$ cat config.mk
export PLATFORM = sky130hd
export DESIGN_NAME = vx_ti_tag_tracker
export DESIGN_NICKNAME = d
export VERILOG_FILES = /design/src/rtl/vx_ti_tag_tracker.sv
export SDC_FILE = /design/constraint.sdc
export NUM_CORES = 1
export LEC_CHECK = 0
export CORE_MARGIN = 2
export CORE_UTILIZATION = 50
export CTS_CLUSTER_SIZE = 40
export DETAILED_ROUTE_END_ITERATION = 8
export PLACE_DENSITY = 0.87
export SKIP_CTS_REPAIR_TIMING = 1
export SLEW_MARGIN = 20
export SYNTH_ARGS = -nofsm -noshare
export SYNTH_HDL_FRONTEND = slang
export SYNTH_SLANG_ARGS = --single-unit
$ cat constraint.sdc
create_clock -name clk -period 21.2 [get_ports clk]
set_input_delay 4.24 -clock clk [delete_from_list [all_inputs] [get_ports clk]]
set_output_delay 4.24 -clock clk [all_outputs]
set_load 0.05 [all_outputs]
$ cat src/rtl/vx_ti_tag_tracker.sv
// Tag tracker between the SFU TI execute stream and ti_bus: allocates tags, parks commit
// metadata per tag, and replays it with the out-of-order response. Optional perf counters: TI_TRACKER_PERF_EN.
module vx_ti_tag_tracker #(
  parameter int NUM_LANES = 4,
  parameter int NUM_TAGS  = 8,
  parameter int XLEN      = 32,
  parameter int UUID_W    = 44,
  parameter int NW_W      = 2,
  parameter int PC_BITS   = 30,
  parameter int NR_BITS   = 6,
  parameter int PID_W     = 1,
  localparam int TAG_W    = (NUM_TAGS > 1) ? $clog2(NUM_TAGS) : 1,
  localparam int META_W   = UUID_W + NW_W + NUM_LANES + PC_BITS + NR_BITS + 1 + PID_W + 1 + 1,
  localparam int DATA_W   = NUM_LANES * XLEN
) (
  input  logic                  clk,
  input  logic                  reset,
  input  logic                  exe_valid,
  output logic                  exe_ready,
  input  logic [META_W-1:0]     exe_meta,
  input  logic [DATA_W-1:0]     exe_data,
  output logic                  req_valid,
  input  logic                  req_ready,
  output logic [NUM_LANES-1:0]  req_mask,
  output logic [DATA_W-1:0]     req_data,
  output logic [TAG_W-1:0]      req_tag,
  input  logic                  rsp_valid,
  output logic                  rsp_ready,
  input  logic [TAG_W-1:0]      rsp_tag,
  input  logic [DATA_W-1:0]     rsp_data,
  output logic                  cm_valid,
  input  logic                  cm_ready,
  output logic [META_W-1:0]     cm_meta,
  output logic [DATA_W-1:0]     cm_data,
  output logic                  busy
`ifdef TI_TRACKER_PERF_EN
  ,
  output logic [31:0]           perf_full_stalls,
  output logic [TAG_W:0]        perf_max_inflight
`endif
);

  // Metadata layout from LSB: eop, sop, pid, wb, rd, PC, tmask, wid, uuid.
  localparam int TMASK_LSB = PC_BITS + NR_BITS + 1 + PID_W + 1 + 1;

  logic [NUM_TAGS-1:0] free_mask;
  logic [NUM_TAGS-1:0] free_next;
  logic [TAG_W:0]      count;
  logic [TAG_W:0]      count_next;
  logic [TAG_W-1:0]    alloc_tag;
  logic                has_free;
  logic                exe_fire;
  logic                rsp_fire;
  logic [META_W-1:0]   meta_ram [NUM_TAGS];

  assign has_free  = |free_mask;
  assign req_valid = exe_valid && has_free;
  assign exe_ready = has_free && req_ready;
  assign exe_fire  = exe_valid && exe_ready;
  assign req_mask  = exe_meta[TMASK_LSB +: NUM_LANES];
  assign req_data  = exe_data;
  assign req_tag   = alloc_tag;

  assign rsp_ready = !cm_valid || cm_ready;
  // A response naming a free tag is illegal; it is swallowed without touching state.
  assign rsp_fire  = rsp_valid && rsp_ready && !free_mask[rsp_tag];

  assign busy = (count != '0) || cm_valid;

  always_comb begin
    alloc_tag = '0;
    for (int i = NUM_TAGS - 1; i >= 0; i--) begin
      if (free_mask[i]) alloc_tag = TAG_W'(i);
    end
  end

  for (genvar gi = 0; gi < NUM_TAGS; gi++) begin : g_free
    assign free_next[gi] = (rsp_fire && (rsp_tag == TAG_W'(gi))) ? 1'b1 :
                           (exe_fire && (alloc_tag == TAG_W'(gi))) ? 1'b0 :
                           free_mask[gi];
  end

  always_comb begin
    count_next = count;
    case ({exe_fire, rsp_fire})
      2'b10:   count_next = count + 1'b1;
      2'b01:   count_next = count - 1'b1;
      default: count_next = count;
    endcase
  end

  always_ff @(posedge clk or posedge reset) begin
    if (reset) begin
      free_mask <= '1;
      count     <= '0;
    end else begin
      free_mask <= free_next;
      count     <= count_next;
    end
  end

  always_ff @(posedge clk) begin
    if (exe_fire) meta_ram[alloc_tag] <= exe_meta;
  end

  // Commit register: the table read is registered here, giving one cycle response-to-commit.
  always_ff @(posedge clk or posedge reset) begin
    if (reset) begin
      cm_valid <= 1'b0;
      cm_meta  <= '0;
      cm_data  <= '0;
    end else if (rsp_fire) begin
      cm_valid <= 1'b1;
      cm_meta  <= meta_ram[rsp_tag];
      cm_data  <= rsp_data;
    end else if (cm_ready) begin
      cm_valid <= 1'b0;
    end
  end

`ifdef TI_TRACKER_PERF_EN
  always_ff @(posedge clk or posedge reset) begin
    if (reset) begin
      perf_full_stalls  <= '0;
      perf_max_inflight <= '0;
    end else begin
      if (exe_valid && !has_free && (perf_full_stalls != '1))
        perf_full_stalls <= perf_full_stalls + 32'd1;
      if (count_next > perf_max_inflight)
        perf_max_inflight <= count_next;
    end
  end
`endif

`ifndef SYNTHESIS
  ti_rsp_on_live_tag: assert property (@(posedge clk) disable iff (reset)
    (rsp_valid && rsp_ready) |-> !free_mask[rsp_tag]);
  ti_count_matches_mask: assert property (@(posedge clk) disable iff (reset)
    count == ((TAG_W+1)'(NUM_TAGS) - (TAG_W+1)'($countones(free_mask))));
`endif

endmodule
==> results.yml <==
placement:
  hpwl_mm: 75.61
  dp_slack_ps: 10890
  io_buffers: 456
  place_congestion: 0.8776
floorplanning:
  start_util: 0.5035
  ioPinCount: 713
  die_x_um: 274.8
  fp.dieH_um: 274.8
  die-area_sq_mm: 0.07553
  core_sq_mm: 0.07283
  num_rows: 99
critical_path:
  critPathTopFamily: "buffers and inverters"
  r2r_start: "free_mask[4]"
  cp_slowest_cell: "clkdlybuf4s50_1"
  start_kind: "primary input"
  crit_fanout: 5
  critPathCaptureType: "output port"
  crit_path_frequent_cell: "clkdlybuf4s50_1"
  path_buf_inv: 2
  crit_chain: "clkdlybuf4s50_1, and2_1, clkdlybuf4s50_1"
  cp_data_arrival_time_ps: 6050
  slowest_delay_ps: 880
  path_class: "in -> out"
  r2r_slack_ps: 17020
  crit_start: "exe_valid"
  required_ps: 16960
sta:
  period_minus_slack_ps: 10290
  hold_ws_ps: 485.8
  slew_headroom: 0.2375
  clock_skew_ps: 35.87
  finalSetupTns_ps: 0
  hold_viol: 0
  fin_ws_ps: 10910
  fmax_mhz: 97.15
  worst_pin_slew_ps: 1144
  finalSetupViolCount: 0
  fin_crit_sh: 0.4856
  rsz0062_at_grt: "false"
  slew_violations: 0
synth:
  yosys.area_share.xor_xnor: 0.001194
  synth-compound-area-share: 0.01692
  synth-seq-area-share: 0.7474
  yosys_warnings: 0
  syn_inst: 1834
  synthMuxAreaShare: 0.1769
  synthDistinctLibCells: 42
  synthAdderAreaFrac: 0.001023
  syn_nets: 2192
  synthSimpleGateAreaFrac: 0.01532
  synth-edff-count: 720
  synth_area_per_cell_sq_um: 20.00
  synth_top_family_by_area: "multiplexers"
  ys_seq_elements: 951
  netlist_area_sq_mm: 0.03668
  async_flop_share: 0.2429
  yosys_most_used_dff: "edfxtp_1"
route:
  viasPerCell: 6.009
  wl_mm: 112.2
  first_pass_iters: 5
  vias: 19510
  routedWlPerCell_um: 34.55
  drc: 0
  drtAntennaViolNets: 0
  drtIter0Drc: 2035
power_and_ir_drop:
  clockPowerShare: 0.299
  intPower_mw: 3.855
  power_leakage_nw: 15.38
  pwr-share-comb: 0.285
  p_sw_frac: 0.3426
  switchingPower_mw: 2.009
  seq_power_share: 0.415
  vdd_drop_max_uv: 123.4
  power_density_mw_per_mm2: 131.6
grt:
  antenna_found_initial: 61
  grt_usage: 0.2953
  grt_overflow: 0
  grt_max_degree: 161
  grt_pass1_vias: 19760
  grt_pass1_wl_mm: 153.2
final_layout:
  final_common_cell: "edfxtp_1"
  seq_area_sq_mm: 0.02741
  final_layout_size_suffix_gt1_frac: 0.1788
  num-fill-cells: 4933
  final_cell_mix: "edfxtp_1, clkdlybuf4s50_1, dfrtp_1"
  layout.nets: 2555
  area_growth_syn_to_layout_pct: 21.51
  multi_input_area_sq_mm: 0.007801
clock_tree:
  clk_pin_slew_ps: 60
  cts.sinks: 951
  cts_buffers: 95
  worstSkewPairLatency_ps: 660
  htreeDepth: 3
  cts_tree: "built"
  ctsLongestPathBuffers: 3
  ctsRootBufferMaster: "clkbuf_16"
min_path:
  hold_path.class: "reg -> reg"
  hold_start: "cm_data[33]"
outcome:
  status: "finished, final reports clean"
job:
  max_cap_violations: 0
-- worst register-to-register path: stages, from the launching register on --
cell     delay [ps]
dfstp_2         410
nor2_1          300
o21ai_0         240
or4_1           670
nor2_4          770
buf_4           560
buf_4           810
-- metal layers --
layer / GRT usage / routed length [um] / share of wire
met1: 0.3506 / 37560 / 0.33
met2: 0.4274 / 49670 / 0.44
met3: 0.1975 / 20040 / 0.18
met4: 0.1003 / 3993 / 0.036
met5: 0.04574 / 896 / 0.0080
-- area by class of cell --
class | instances | share of cell area
Antenna cell | 11 | 0.0006177
Clock buffer | 132 | 0.05989
Timing Repair Buffer | 485 | 0.1081
Inverter | 4 | 0.0005054
Sequential cell | 951 | 0.6151
Tap cell | 959 | 0.02693
Clock inverter | 44 | 0.01379
Multi-Input combinational cell | 660 | 0.1751
-- worst paths after layout --
kind,end,cells after the start
max,req_valid,3
min,cm_data[33],1
max reg2reg,meta_ram[6][82],6
min reg2reg,cm_data[33],1
max in group asynchronous,free_mask[2],4
min in group asynchronous,cm_meta[34],2
-- cell families (layout without fill, tap and decap cells) --
family,count (synthesis),count (layout)
other cells,0,11
fa+ha+maj,3,3
simple gates,135,135
compound gates,114,114
mux,403,403
flops,951,951
xor+xnor,5,5
buf+inv,223,665
-- registers in the layout, summed over array words and instances, names as in the netlist --
| register | cells |
|---|---|
| cm_data | 128 |
| free_mask | 8 |
| cm_meta | 90 |
| cm_valid | 1 |
| meta_ram | 720 |
| count | 4 |
-- synth_stat cells, types with 2 or more instances --
master,number,share of area
edfxtp_1,720,0.59
dfrtp_1,223,0.15
mux4_2,180,0.11
buf_4,147,0.030
nor2_1,103,0.011
mux2_1,102,0.031
a21oi_1,93,0.013
mux2i_1,92,0.025
buf_2,30,0.0041
clkbuf_1,30,0.0031
mux2_2,19,0.0058
buf_6,10,0.0031
mux2_4,10,0.0041
nand2_1,9,0.00092
dfstp_2,8,0.0057
o21ai_0,8,0.0011
nand3_1,5,0.00068
inv_1,4,0.00041
o31ai_1,4,0.00082
xor2_1,4,0.00096
ha_1,3,0.0010
nand2b_1,3,0.00051
nor2b_1,3,0.00051
nor4_1,3,0.00051
and2_1,2,0.00034
nor3b_1,2,0.00041
o41ai_1,2,0.00048
-- power by group through the flow --
stage / clock network (mW) / registers, mW / logic, mW
CTS: 1.78 / 2.43 / 1.68
global route: 1.85 / 2.46 / 1.74
global placement: 0 / 2.45 / 1.65
detailed placement: 0 / 2.47 / 1.67
finish: 1.76 / 2.43 / 1.67
floorplan: 0 / 3.09 / 0.432
-- per-stage QoR --
| stage | util | area, sq um | instances | power, mW |
|---|---|---|---|---|
| 5_1_grt | 0.6116 | 44550 | 3240 | 6.042 |
| 3_5_place_dp | 0.5664 | 41250 | 3059 | 4.138 |
| 6_report | 0.6118 | 44560 | 3246 | 5.864 |
| 4_1_cts | 0.6115 | 44540 | 3235 | 5.894 |
| 2_1_floorplan | - | 36680 | 1834 | 3.523 |
| 3_3_place_gp | 0.5664 | 41250 | 3059 | 4.093 |
(Power assumes the default switching activity.)
